`src/rtl/noc_pe_rx_buffer_if.sv`:
```
// Stream bundle between the NoC switch local port, the PE consumer and the rx buffer.
// The slave modport is the buffer's view; master is the environment's view.
interface noc_pe_rx_buffer_if #(
  parameter int TOTAL_WIDTH = 32,
  parameter int DATA_WIDTH  = 24,
  parameter int DEPTH       = 16
);
  localparam int HDR_W = TOTAL_WIDTH - DATA_WIDTH;
  localparam int CNT_W = $clog2(DEPTH) + 1;

  logic [TOTAL_WIDTH-1:0] i_data;
  logic                   i_valid;
  logic [DATA_WIDTH-1:0]  o_data;
  logic [HDR_W-1:0]       o_hdr;
  logic                   o_valid;
  logic                   i_ready;
  logic [CNT_W-1:0]       o_count;
  logic                   o_almost_full;
  logic                   o_overflow;
  logic                   i_clr_ovf;
  logic [7:0]             o_drop_cnt;
  logic [7:0]             o_misroute_cnt;

  modport slave (
    input  i_data, i_valid, i_ready, i_clr_ovf,
    output o_data, o_hdr, o_valid, o_count, o_almost_full,
           o_overflow, o_drop_cnt, o_misroute_cnt
  );

  modport master (
    output i_data, i_valid, i_ready, i_clr_ovf,
    input  o_data, o_hdr, o_valid, o_count, o_almost_full,
           o_overflow, o_drop_cnt, o_misroute_cnt
  );
endinterface

```
`src/rtl/noc_pe_rx_buffer.sv`:
```
// Receive FWFT FIFO between the NoC switch local output and the PE consumer, with overflow
// accounting. Define PE_RX_ADDR_CHECK_EN to reject and count flits whose header != MY_ADDR.
module noc_pe_rx_buffer #(
  parameter int TOTAL_WIDTH = 32,
  parameter int DATA_WIDTH  = 24,
  parameter int DEPTH       = 16,
  parameter int AF_MARGIN   = 2,
  parameter int MY_ADDR     = 0
) (
  input  logic clk,
  input  logic rst,
  noc_pe_rx_buffer_if.slave bus
);
  localparam int HDR_W = TOTAL_WIDTH - DATA_WIDTH;
  localparam int AW    = $clog2(DEPTH);
  localparam int CW    = AW + 1;
  localparam logic [CW-1:0] FULL_CNT = CW'(DEPTH);
  localparam logic [CW-1:0] AF_CNT   = CW'(DEPTH - AF_MARGIN);

  logic [TOTAL_WIDTH-1:0] mem_q [DEPTH];
  logic [AW-1:0]          wrPtr_q, wrPtr_d;
  logic [AW-1:0]          rdPtr_q, rdPtr_d;
  logic [CW-1:0]          count_q, count_d;
  logic                   overflow_q, overflow_d;
  logic [7:0]             dropCnt_q, dropCnt_d;
  logic [7:0]             misrouteCnt_q, misrouteCnt_d;

  logic accept, full, push, pop, drop, misroute;

`ifdef PE_RX_ADDR_CHECK_EN
  assign accept = (bus.i_data[TOTAL_WIDTH-1:DATA_WIDTH] == HDR_W'(MY_ADDR));
`else
  logic [HDR_W-1:0] unusedMyAddr;
  assign unusedMyAddr = HDR_W'(MY_ADDR);
  assign accept       = 1'b1;
`endif

  assign full     = (count_q == FULL_CNT);
  assign pop      = (count_q != '0) && bus.i_ready;
  assign push     = bus.i_valid && accept && (!full || pop);
  assign drop     = bus.i_valid && accept && full && !pop;
  assign misroute = bus.i_valid && !accept;

  always_comb begin
    wrPtr_d       = wrPtr_q;
    rdPtr_d       = rdPtr_q;
    count_d       = count_q;
    overflow_d    = overflow_q;
    dropCnt_d     = dropCnt_q;
    misrouteCnt_d = misrouteCnt_q;

    if (push) wrPtr_d = wrPtr_q + AW'(1);
    if (pop)  rdPtr_d = rdPtr_q + AW'(1);
    if (push && !pop)      count_d = count_q + CW'(1);
    else if (pop && !push) count_d = count_q - CW'(1);

    // A drop racing a clear restarts the count at one but leaves the flag cleared.
    if (bus.i_clr_ovf) begin
      overflow_d = 1'b0;
      dropCnt_d  = drop ? 8'd1 : 8'd0;
    end else if (drop) begin
      overflow_d = 1'b1;
      if (dropCnt_q != 8'hFF) dropCnt_d = dropCnt_q + 8'd1;
    end

    if (misroute && misrouteCnt_q != 8'hFF) misrouteCnt_d = misrouteCnt_q + 8'd1;
  end

  always_ff @(posedge clk or negedge rst) begin
    if (!rst) begin
      wrPtr_q       <= '0;
      rdPtr_q       <= '0;
      count_q       <= '0;
      overflow_q    <= 1'b0;
      dropCnt_q     <= '0;
      misrouteCnt_q <= '0;
    end else begin
      wrPtr_q       <= wrPtr_d;
      rdPtr_q       <= rdPtr_d;
      count_q       <= count_d;
      overflow_q    <= overflow_d;
      dropCnt_q     <= dropCnt_d;
      misrouteCnt_q <= misrouteCnt_d;
    end
  end

  // Storage is deliberately left out of reset; the pointers alone define what is valid.
  always_ff @(posedge clk) begin
    if (push) mem_q[wrPtr_q] <= bus.i_data;
  end

  assign bus.o_valid        = (count_q != '0);
  assign bus.o_data         = mem_q[rdPtr_q][DATA_WIDTH-1:0];
  assign bus.o_hdr          = mem_q[rdPtr_q][TOTAL_WIDTH-1:DATA_WIDTH];
  assign bus.o_count        = count_q;
  assign bus.o_almost_full  = (count_q >= AF_CNT);
  assign bus.o_overflow     = overflow_q;
  assign bus.o_drop_cnt     = dropCnt_q;
  assign bus.o_misroute_cnt = misrouteCnt_q;
endmodule

```
`src/flat_wrapper.sv`:
```
// flat-port wrapper written by rule: the top's interface ports become plain ports
module noc_pe_rx_buffer_flat 
#(
  parameter int TOTAL_WIDTH = 32,
  parameter int DATA_WIDTH  = 24,
  parameter int DEPTH       = 16,
  parameter int AF_MARGIN   = 2,
  parameter int MY_ADDR     = 0
)
  (clk, rst, bus_i_data, bus_i_valid, bus_i_ready, bus_i_clr_ovf, bus_o_data, bus_o_hdr, bus_o_valid, bus_o_count, bus_o_almost_full, bus_o_overflow, bus_o_drop_cnt, bus_o_misroute_cnt);
  noc_pe_rx_buffer_if #(.TOTAL_WIDTH(TOTAL_WIDTH), .DATA_WIDTH(DATA_WIDTH), .DEPTH(DEPTH)) bus_i ();
  input  logic clk;
  input  logic rst;
  input wire logic [$bits(bus_i.i_data)-1:0] bus_i_data;
  input wire logic [$bits(bus_i.i_valid)-1:0] bus_i_valid;
  input wire logic [$bits(bus_i.i_ready)-1:0] bus_i_ready;
  input wire logic [$bits(bus_i.i_clr_ovf)-1:0] bus_i_clr_ovf;
  output wire logic [$bits(bus_i.o_data)-1:0] bus_o_data;
  output wire logic [$bits(bus_i.o_hdr)-1:0] bus_o_hdr;
  output wire logic [$bits(bus_i.o_valid)-1:0] bus_o_valid;
  output wire logic [$bits(bus_i.o_count)-1:0] bus_o_count;
  output wire logic [$bits(bus_i.o_almost_full)-1:0] bus_o_almost_full;
  output wire logic [$bits(bus_i.o_overflow)-1:0] bus_o_overflow;
  output wire logic [$bits(bus_i.o_drop_cnt)-1:0] bus_o_drop_cnt;
  output wire logic [$bits(bus_i.o_misroute_cnt)-1:0] bus_o_misroute_cnt;
  assign bus_i.i_data = bus_i_data;
  assign bus_i.i_valid = bus_i_valid;
  assign bus_i.i_ready = bus_i_ready;
  assign bus_i.i_clr_ovf = bus_i_clr_ovf;
  assign bus_o_data = bus_i.o_data;
  assign bus_o_hdr = bus_i.o_hdr;
  assign bus_o_valid = bus_i.o_valid;
  assign bus_o_count = bus_i.o_count;
  assign bus_o_almost_full = bus_i.o_almost_full;
  assign bus_o_overflow = bus_i.o_overflow;
  assign bus_o_drop_cnt = bus_i.o_drop_cnt;
  assign bus_o_misroute_cnt = bus_i.o_misroute_cnt;
  noc_pe_rx_buffer #(.TOTAL_WIDTH(TOTAL_WIDTH), .DATA_WIDTH(DATA_WIDTH), .DEPTH(DEPTH), .AF_MARGIN(AF_MARGIN), .MY_ADDR(MY_ADDR)) u_core (.clk(clk), .rst(rst), .bus(bus_i));
endmodule
```
`config.mk`:
```
export PLATFORM = sky130hd
export DESIGN_NAME = noc_pe_rx_buffer_flat
export DESIGN_NICKNAME = d
export VERILOG_FILES = /design/src/rtl/noc_pe_rx_buffer_if.sv /design/src/rtl/noc_pe_rx_buffer.sv /design/src/flat_wrapper.sv
export SDC_FILE = /design/constraint.sdc
export NUM_CORES = 1
export LEC_CHECK = 0
export ABC_CLOCK_PERIOD_IN_PS = 9450
export CAP_MARGIN = 25
export CORE_MARGIN = 4
export CORE_UTILIZATION = 60
export DETAILED_ROUTE_END_ITERATION = 10
export GPL_TIMING_DRIVEN = 0
export PLACE_DENSITY = 0.9
export SYNTH_ARGS = -nofsm -noshare
export SYNTH_HDL_FRONTEND = slang
export SYNTH_SLANG_ARGS = --single-unit
```
`constraint.sdc`:
```
create_clock -name clk -period 9.45 [get_ports clk]
set_input_delay 1.89 -clock clk [delete_from_list [all_inputs] [get_ports clk]]
set_output_delay 1.89 -clock clk [all_outputs]
set_load 0.005 [all_outputs]
```
# == After elaboration in Yosys (flattened, before gate mapping) ==
# Memory sizes are Yosys's and may differ from the RTL's.
# Cells that the tools add are included.
# W data, S select, Z words.
# totals
output_inout_bits,56
ram_bits,512
input_bits,37
n_memories,1
register_bits,22
wordCells,39
# mem_list
memory,words,width,read_ports,rd_ports_with_merged_regs,write_ports,line,rtl
u_core.mem_q,16,32,1,0,1,noc_pe_rx_buffer.sv:20,logic [TOTAL_WIDTH-1:0] mem_q [DEPTH];
# classes
add_sub_neg,5
eq_ne,2
muxes,10
reduce_logical,15
order_cmp,1
# ops
operator,n
$mux W8,3
$mux W5,2
$add A4 B1 Y4 const B,2
$add A8 B1 Y8 const B,1
$ne A8 B8 Y1 const B,1
$logic_and A1 B1 Y1,6
$reduce_bool A2 Y1,3
$add A5 B1 Y5 const B,1
$eq A5 B5 Y1 const B,1
$ge A5 B4 Y1 const B,1
$mux W1,5
$reduce_bool A5 Y1,1
$sub A5 B1 Y5 const B,1
$logic_not A1 Y1,3
$reduce_and A2 Y1,1
$logic_or A1 B1 Y1,1

# == Logic depth before layout (Yosys ltp) ==
# depth
ltp_word,8
ltp_mapped,10
mapped_depth_nobuf,10

# == Least setup slack after synthesis ==
# Ideal clock, no wire load.
# synth_path
kind,input-to-reg
from,input port bus_i_ready
to,memory u_core.mem_q[3][0] (enable)
stages,4
setup_slack_ns,4.333
required_ns,8.989
path_buffers,1
setup_time_ns,0.461
arrival_ns,4.656
cell_sequence,o31a_2 clkbuf_1 nand2_1 nor3_1
# synth_between
elab_chain_cells,5
# synth_lines
item,line,rtl
from (decl),flat_wrapper.sv:16,input wire logic [$bits(bus_i.i_ready)-1:0] bus_i_ready;
$logic_and A1 B1 Y1,noc_pe_rx_buffer.sv:39,assign pop = (count_q != '0) && bus.i_ready;
$logic_or A1 B1 Y1,noc_pe_rx_buffer.sv:40,assign push = bus.i_valid && accept && (!full || pop);
$logic_and A1 B1 Y1,noc_pe_rx_buffer.sv:40,
net u_core.push,noc_pe_rx_buffer.sv:28,"logic accept, full, push, pop, drop, misroute;"
$mux W1,noc_pe_rx_buffer.sv:89,if (push) mem_q[wrPtr_q] <= bus.i_data;
$mux W1 (implied by the code),noc_pe_rx_buffer.sv:89,
to (decl),noc_pe_rx_buffer.sv:20,
# The timed path passes the listed nets, and every way through them passes these cells.

# == Final worst setup path ==
# layout_path
from,register u_core.rdPtr_q[1]
to,output port bus_o_data[23]
# layout_between
elab_chain_cells,1
# layout_lines
item,line,rtl
from (decl),noc_pe_rx_buffer.sv:22,"logic [AW-1:0] rdPtr_q, rdPtr_d;"
from (signal assigned),noc_pe_rx_buffer.sv:79,rdPtr_q <= rdPtr_d;
$mem_v2 Z16 W32,--,
to (decl),flat_wrapper.sv:18,output wire logic [$bits(bus_i.o_data)-1:0] bus_o_data;
# Every way passes these cells.

==> results.toml <==
[status]
status = "complete, no violations"

[grt]
overflow = 0
grt_usage_pct = 27.83
grt_max_degree = 26
grtUsageMet3_pct = 4.287
busiest_layer = "met2"
grt_util_met1_pct = 37.39
antenna_found_initial = 2
use_met2_pct = 47.04
grt_pass1_wl_um = 74290
grt_pass1_vias = 11080

[route]
detail_route.wl_per_cell_um = 31.45
vias = 10810
drtIter0Drc = 1641
drt_pre_antenna_iters = 5
avgViaCountPerCell = 6.745
drcViolationCount = 0
wl_um = 50380
ant_nets = 0

[layout]
finalInstanceArea_um2 = 24210
layout_common_cells = "edfxtp_1 (512), mux4_2 (128), clkdlybuf4s50_1 (83)"
nNetsFinal = 1159
mostFrequentLayoutCell = "edfxtp_1"
area_delta_synth_final_pct = 18.09
drive_gt1_share_pct = 23.50

[worst_setup_path]
path_buf_inv = 3
cp_max_fo = 10
cp_data_arrival_time_ps = 3750
startpoint = "u_core.rdPtr_q[1]"
r2r-start = "u_core.bus.o_count[1]"
cp_slowest_cell = "clkbuf_1"
crit_path_frequent_cell = "clkbuf_1"
max_stage_delay_ps = 740
critPathLaunchType = "register"
crit_type = "reg -> out"
cp_data_required_time_ps = 7560
cp_top_family = "buffers and inverters"
crit_chain = "clkbuf_1 -> clkbuf_1 -> mux4_2 -> a22oi_1 -> nand2_1 -> clkdlybuf4s50_1"
worst_setup_path_end_kind = "output pin"

[floorplan]
dieWidth_um = 192.9
die_area_um2 = 37190
die_h_um = 192.9
rows = 67
initial_utilization_pct = 60.99
coreArea_um2 = 33620
io_pins = 93

[power]
p_seq_share_pct = 40.0
p_int_uw = 5164
power.leakage_uw = 0.007788
p_per_area_nw_per_um2 = 305.2
power.net_switching_uw = 2225
ir_drop_v = 0.0001936
combinationalPowerShare_pct = 31.4
clkPwrFrac_pct = 28.6
switching_share_pct = 30.11

[clocking]
cts_tree = "done"
cts_buffers = 50
path_clk_slew_ps = 70
clkLatencyLatePin_ps = 580
post_cts_buffers = 0
cts-resized-gates = 0
clock_tree.buffer_depth = 3
postCtsHoldBufs = 0
cts.sinks = 534
htree_levels = 2
clockRootBuffer = "clkbuf_16"

[timing]
skew_ps = 25.03
setup_viol = 0
max_slew.worst_pin.slew_ps = 922.4
finalMaxSlewViolations = 0
setup_tns_ps = 0
fin_crit_ps = 5637
rsz0062_at_grt = "false"
maxSlewHeadroom_pct = 38.17
hold_violations = 0
period_share_pct = 59.65
fmax_mhz = 177.4

[place]
dp_hpwl_um = 28060
placed_cell_area_um2 = 22430
port_buffers = 83
gp_congestion = 0.7749

[logic_synthesis]
synthDistinctLibCells = 44
synth_area_um2 = 20500
syn_avg_cell_area_um2 = 21.76
synth_flop_cell = "edfxtp_1"
synth-edff-count = 512
synth-seq-cells = 534
synth_seq_area_share_pct = 77.68
yosys_warnings = 0
syn_inst = 942
ys_async_sr_fraction_pct = 4.120

[worst_hold_path]
hold_path_startpoint = "u_core.bus.o_overflow"
holdCritPathClass = "reg -> reg"

[run]
cap_viol_max_count = 0
==> registers in the layout (all words and copies together), names as in the netlist <==
name,flops
u_core.wrPtr_q,4
u_core.mem_q,512
u_core.bus.o_count,5
u_core.bus.o_overflow,1
u_core.rdPtr_q,4
u_core.bus.o_drop_cnt,8
==> path summary, 6_finish.rpt <==
check / to / slack (ps) / cells past startpoint
max: bus_o_data[23] / 3810 / 6
min: u_core.bus.o_overflow / 510 / 1
max reg2reg: u_core.bus.o_count[4] / 6100 / 9
min reg2reg: u_core.bus.o_overflow / 510 / 1
max in group asynchronous: u_core.wrPtr_q[2] / 7530 / 2
min in group asynchronous: u_core.bus.o_count[2] / 1550 / 1
==> layout make-up <==
class | instances | area [µm²]
flip-flops and latches | 534 | 15930
fillers | 1723 | 9405
multi-input cells | 349 | 4399
clock buffers | 62 | 1318
repair buffers | 110 | 1286
well taps | 448 | 560.5
clock inverters | 32 | 405.4
plain buffers | 59 | 287.8
inverters | 7 | 26.28
diodes | 1 | 2.502
==> routing by layer <==
layer  part of all wire (%)  wire length (µm)  vias up
met5                  0.026                13        -
met4                    3.7              1887        2
met3                    9.2              4660      143
met2                     53             26500      856
met1                     34             17320     5521
li1                       -                 -     4284
==> cells in the mapped netlist, drive strengths merged, types with 2 or more instances <==
library cell	number	area, µm²
clkbuf	35	151.4
o41ai	3	26.28
a21oi	8	40.04
nor3	9	45.04
nand2b	2	12.51
edfxtp	512	15370
and2	2	12.51
nor2b	2	12.51
nor2	14	52.55
mux4	128	2883
inv	7	26.28
xnor2	8	70.07
o21ai	5	25.02
nand2	52	195.2
buf	24	136.4
or4	6	48.80
a21o	2	16.27
o31ai	4	30.03
ha	10	125.1
a22oi	64	480.5
nand4	3	18.77
dfrtp	22	550.5
nand3	4	20.02
==> stage by stage <==
| step | cells | total power, µW | setup WS [ps] | utilization [%] | hold WS, ps |
|---|---|---|---|---|---|
| 2_1_floorplan | 949 | 4247 | 4333 | - | 487.7 |
| 3_3_place_gp | 1480 | 5043 | 1762 | 65.21 | 477.8 |
| 3_5_place_dp | 1504 | 5214 | 4535 | 66.72 | 497.7 |
| 4_1_cts | 1598 | 7384 | 3825 | 71.84 | 512.0 |
| 5_1_grt | 1602 | 7650 | 3685 | 72.02 | 546.7 |
| 6_report | 1602 | 7390 | 3813 | 72.02 | 509.1 |
==> kinds of logic (layout without fill, tap and decap cells) <==
logic type,count (synthesis),in the layout,share of synthesized area [%]
AO/OA/AOI/OAI,93,93,3.314
multiplexers,130,130,14.16
other,1,9,0.01829
flip-flops,534,534,77.68
buffers and inverters,66,270,1.532
XOR/XNOR,9,9,0.3845
adder cells (fa/ha/maj),11,11,0.7079
AND/OR/NAND/NOR,98,98,2.203
==> power by group through the flow <==
stage	Combinational [µW]	Clock [µW]	Sequential, µW
global placement	2060	0	2990
global route	2450	2240	2970
finish	2320	2110	2960
floorplan	1290	0	2960
detailed placement	2230	0	2990
CTS	2300	2130	2950
Note: power is estimated with default switching activity, not from simulation.
